===== src/rtl/mem_access_unit.sv =====
// mem_access_unit: turns single-cycle controller memory intents into req/ack
// transactions on a shared memory, owning IR/MDR and stalling the controller.
module mem_access_unit #(
    parameter int DATA_W  = 16,
    parameter int ADDR_W  = 12,
    parameter int TIMEOUT = 15
) (
    input  logic              clk,
    input  logic              rst,
    input  logic              AdrSrc,
    input  logic              IRWrite,
    input  logic              MDRWrite,
    input  logic              MemWrite,
    input  logic [ADDR_W-1:0] PC,
    input  logic [ADDR_W-1:0] ALUAddr,
    input  logic [DATA_W-1:0] WriteData,
    output logic              Stall,
    output logic [DATA_W-1:0] IR,
    output logic [DATA_W-1:0] MDR,
    output logic [3:0]        opcode,
    output logic [8:0]        func,
    output logic              mem_req,
    output logic              mem_we,
    output logic [ADDR_W-1:0] mem_addr,
    output logic [DATA_W-1:0] mem_wdata,
    input  logic [DATA_W-1:0] mem_rdata,
    input  logic              mem_ack,
    output logic              err
);
    localparam int CW = $clog2(TIMEOUT + 1);

    typedef enum logic [1:0] {IDLE, REQ, DONE} state_t;

    state_t        state, next;
    logic [CW-1:0] cnt;
    logic          tgt_ir, tgt_mdr;
    logic          access, conflict, abort;

    assign access   = IRWrite | MDRWrite | MemWrite;
    assign conflict = (IRWrite & MDRWrite) | (IRWrite & MemWrite) | (MDRWrite & MemWrite);
    assign abort    = !mem_ack && cnt == CW'(TIMEOUT - 1);
    assign opcode   = IR[15:12];
    assign func     = IR[8:0];

    always_ff @(posedge clk or negedge rst) begin
        if (!rst) state <= IDLE;
        else      state <= next;
    end

    // Stall is gated by rst so the controller is never frozen while in reset.
    always_comb begin
        next    = state;
        Stall   = 1'b0;
        mem_req = 1'b0;
        case (state)
            IDLE: begin
                Stall = rst & access;
                next  = access ? REQ : IDLE;
            end
            REQ: begin
                Stall   = 1'b1;
                mem_req = 1'b1;
                next    = (mem_ack || abort) ? DONE : REQ;
            end
            default: next = IDLE;
        endcase
    end

    always_ff @(posedge clk or negedge rst) begin
        if (!rst) begin
            IR        <= '0;
            MDR       <= '0;
            mem_addr  <= '0;
            mem_wdata <= '0;
            mem_we    <= 1'b0;
            cnt       <= '0;
            tgt_ir    <= 1'b0;
            tgt_mdr   <= 1'b0;
            err       <= 1'b0;
        end else begin
            case (state)
                IDLE: begin
                    if (mem_ack || conflict) err <= 1'b1;
                    if (access) begin
                        mem_addr  <= AdrSrc ? ALUAddr : PC;
                        mem_we    <= MemWrite;
                        mem_wdata <= WriteData;
                        tgt_ir    <= !MemWrite && IRWrite;
                        tgt_mdr   <= !MemWrite && !IRWrite && MDRWrite;
                        cnt       <= '0;
                    end
                end
                REQ: begin
                    if (mem_ack) begin
                        if (tgt_ir)  IR  <= mem_rdata;
                        if (tgt_mdr) MDR <= mem_rdata;
                    end else if (abort) begin
                        err <= 1'b1;
                        cnt <= CW'(TIMEOUT);
                    end else begin
                        cnt <= cnt + 1'b1;
                    end
                end
                default: if (mem_ack) err <= 1'b1;
            endcase
        end
    end
endmodule

===== config.mk =====
export PLATFORM = sky130hd
export DESIGN_NAME = mem_access_unit
export DESIGN_NICKNAME = d
export VERILOG_FILES = /design/src/rtl/mem_access_unit.sv
export SDC_FILE = /design/constraint.sdc
export NUM_CORES = 1
export LEC_CHECK = 0
export CORE_AREA = 2 2 87 89
export CTS_CLUSTER_SIZE = 14
export DETAILED_ROUTE_END_ITERATION = 6
export DIE_AREA = 0 0 89 91
export PLACE_DENSITY = 0.91
export REMOVE_ABC_BUFFERS = 1
export SETUP_SLACK_MARGIN = 0.4
export SYNTH_ARGS = -nofsm -noshare
export SYNTH_HDL_FRONTEND = slang
export SYNTH_SLANG_ARGS = --single-unit

===== constraint.sdc =====
create_clock -name clk -period 3.5 [get_ports clk]
set_input_delay 0.7 -clock clk [delete_from_list [all_inputs] [get_ports clk]]
set_output_delay 0.7 -clock clk [all_outputs]
set_load 0.02 [all_outputs]

==> results.txt <==
----------------------------------------------------
[Worst setup path]
  Worst EP arrival ... 2020 ps
  Delay of the slowest cell on the worst path ... 500 ps
  Slowest stage cell on the critical path ... clkdlybuf4s50_1
  Crit path launch type ... input port
  Highest net fanout along the worst path ... 6
  Sum of buffers and inverters on the critical path ... 2
  CP top delay family ... buffers and inverters
  Crit end category ... output port
  Worst-path cell chain ... clkdlybuf4s50_1, or3_1, a21oi_1, nor2_1, dlymetal6s2s_1
  Data required time of the worst path ... 2800 ps
  Kind of critical path ... in -> out

[Layout]
  Growth of design area from synthesis to finish ... 51.7%
  Post-route insts no fill ... 452
  Share of layout cells above drive strength 1 ... 0.201
  # nets final ... 413
  Number of inserted diodes ... 0

[Clock network]
  Setup repair bufs after CTS ... 0
  Clock-pin slew on the worst setup and hold paths ... 60 ps
  Number of buffers on the longest clock path ... 2
  Clock latency of the later-clocked register in the worst-skew pair ... 330 ps
  Num CTS Buffers ... 9
  H-tree level count ... 3
  Clock sinks ... 70
  CTS tree ... built
  Number of buffers inserted for hold repair after clock tree synthesis ... 0
  Buffer type at the clock tree root ... clkbuf_8

[Global routing]
  Wire length of the first global-routing pass ... 11.5 mm
  Via count of the first global-routing pass ... 2,341
  Overflow left after global routing ... 0
  Total GRT Usage ... 0.185
  Initial antenna violation count ... 0
  Maximum number of pins on one net before global-route repair ... 71

[Die]
  Ports placed on the boundary ... 140
  Die outline area ... 0.00810 mm²
  Area of the core region ... 0.00714 mm²
  DIE HEIGHT ... 91 µm
  Chip Width ... 89 µm
  Initial Utilization ... 0.425
  Count of standard-cell rows ... 31

[Synth]
  Mean cell area of the mapped netlist ... 13.8 µm²
  Area fraction of the dominant cell type after synthesis ... 0.577
  #FFs+latches synth ... 70
  Leading cell types by total area after synthesis ... dfrtp_1, mux2_2, mux2_4
  Proportion of register bits with asynchronous set or reset after synthesis ... 1.00
  Cell with the most instances after synthesis ... dfrtp_1
  Post-synthesis cell count ... 220
  Syn Std Cell Area ... 0.00304 mm²
  Library cells used by synthesis ... 36
  Most used standard cells in the synthesized netlist ... dfrtp_1, mux2_2, a21oi_1
  Yosys warning total ... 0
  Number of enable-type register cells in the synthesized netlist ... 0
  Commonest register cell after synthesis ... dfrtp_1
  Proportion of synthesized chip area in sequential cells ... 0.577
  Leading area contributor after synthesis ... dfrtp_1

[Timing]
  Final-report max-slew violation count ... 0
  Unrepaired setup endpoints after global routing ... no
  Worst-Margin Slew ... 853 ps
  Setup-failing EPs final ... 0
  Clock Skew ... 10.2 ps
  Fraction of the cycle the final worst path needs ... 0.779
  Fmax ... 367 MHz
  Tmin final ... 2720 ps
  Setup TNS Final ... 0 ps
  Worst-case headroom to the max-slew limit ... 0.432
  Final count of hold timing violations ... 0

[Detailed routing]
  Post-detailed-route DRC marker count ... 0
  Iteration-0 DRC count of the detailed router ... 50
  Total via count after detailed routing ... 2,209
  Via density per instance ... 4.89
  Routed Wire Length ... 7.21 mm
  Antenna Violating Nets Remaining ... 0
  Count of TritonRoute iterations in the first routing pass ... 4
  Detailed-route wire length per cell ... 16.0 µm

[Placed design]
  Hpwl dp ... 5.25 mm
  Placed Cells incl. Taps ... 436
  Weighted congestion at the end of routability-driven global placement ... 0.783
  IO buf count ... 139

[Min path]
  Hold Path Class ... reg -> reg

[Run status]
  Run status ... completed

[Power and ir drop]
  Total leakage power ... 1.96 nW
  Peak supply drop ... 0.000599 V
  Total Power ... 4.46 mW
  Ratio of total power to cell area ... 969 mW/mm²

[Flow run]
  Max_cap viols ... 0

----------------------------------------------------
-- per-stage QoR --
stage               hold WS [ps]  utilization  instance area, µm²  setup WS [ps]
floorplan                    404            -                2860           1270
global placement             471        0.615                4390            477
detailed placement           480        0.615                4390            439
CTS                          499        0.645                4600            429
global route                 529        0.645                4610            698
finish                       496        0.645                4610            775
-- sequential cells by signal, indices dropped and copies added, names as in the netlist --
| signal | count |
|---|---|
| tgt_ir | 1 |
| err | 1 |
| state | 2 |
| mem_wdata | 16 |
| MDR | 16 |
| mem_we | 1 |
| IR | 16 |
| mem_addr | 12 |
| tgt_mdr | 1 |
| cnt | 4 |
-- cells in the final DEF, fill, tap and decap left out, types with 2 or more instances in the layout --
cell type,instances
dfrtp_1,70
bufinv_16,2
mux2i_1,12
nand3_2,2
mux2_4,13
mux2_2,35
clkinv_2,2
o21ai_0,3
a211oi_1,2
inv_1,2
nor2_1,4
nor3_1,2
clkbuf_8,9
o21a_1,2
a21oi_1,27
buf_4,3
clkdlybuf4s50_1,137
ha_1,2
nand2_1,2
-- path summary, 6_finish.rpt --
check,from,endpoint,cells past startpoint,slack (ps)
min in group asynchronous,rst,mem_addr[1],2,580
worst max-delay path,MemWrite,Stall,5,780
worst min register to register,err,err,1,500
worst max register to register,state[0],IR[12],3,1730
max in group asynchronous,rst,tgt_ir,2,2360
worst min-delay path,err,err,1,500
-- where the power goes --
| part | internal [mW] | switching, mW |
|---|---|---|
| sequential | 1.20 | 0.242 |
| combinational | 1.23 | 1.10 |
| clock | 0.400 | 0.294 |
-- layout make-up --
type                            count  area (µm²)
Sequential cell                    70        1750
Clock buffer                       10         128
Clock inverter                      6        86.3
Tap cell                           99         124
Multi-Input combinational cell    123        1100
Timing Repair Buffer              142        1410
Inverter                            2        7.51
Fill cell                         589        2530
-- layer usage --
metal | global-route usage | vias up | wire length [µm]
li1 | - | 1026 | -
met1 | 0.221 | 1102 | 2830
met2 | 0.319 | 70 | 3930
met3 | 0.0409 | 11 | 333
met4 | 0.0746 | 0 | 118
met5 | 0 | - | 0
-- kinds of logic after synthesis --
kind of cell / count (synthesis) / share of synthesized area
DFF: 70 / 0.577
muxes: 60 / 0.234
AOI/OAI and AO/OA: 42 / 0.0808
buffers and inverters: 27 / 0.0618
and+or+nand+nor: 18 / 0.0354
adders and majority gates: 3 / 0.0115
-- timing repair --
action / 4_1_cts / 5_1_grt
endpoints found under the setup margin: 0 / 1
endpoints found under the hold margin: 0 / 0
gates resized for setup: 0 / 1
No activity file was read; power rests on OpenSTA's default activity.
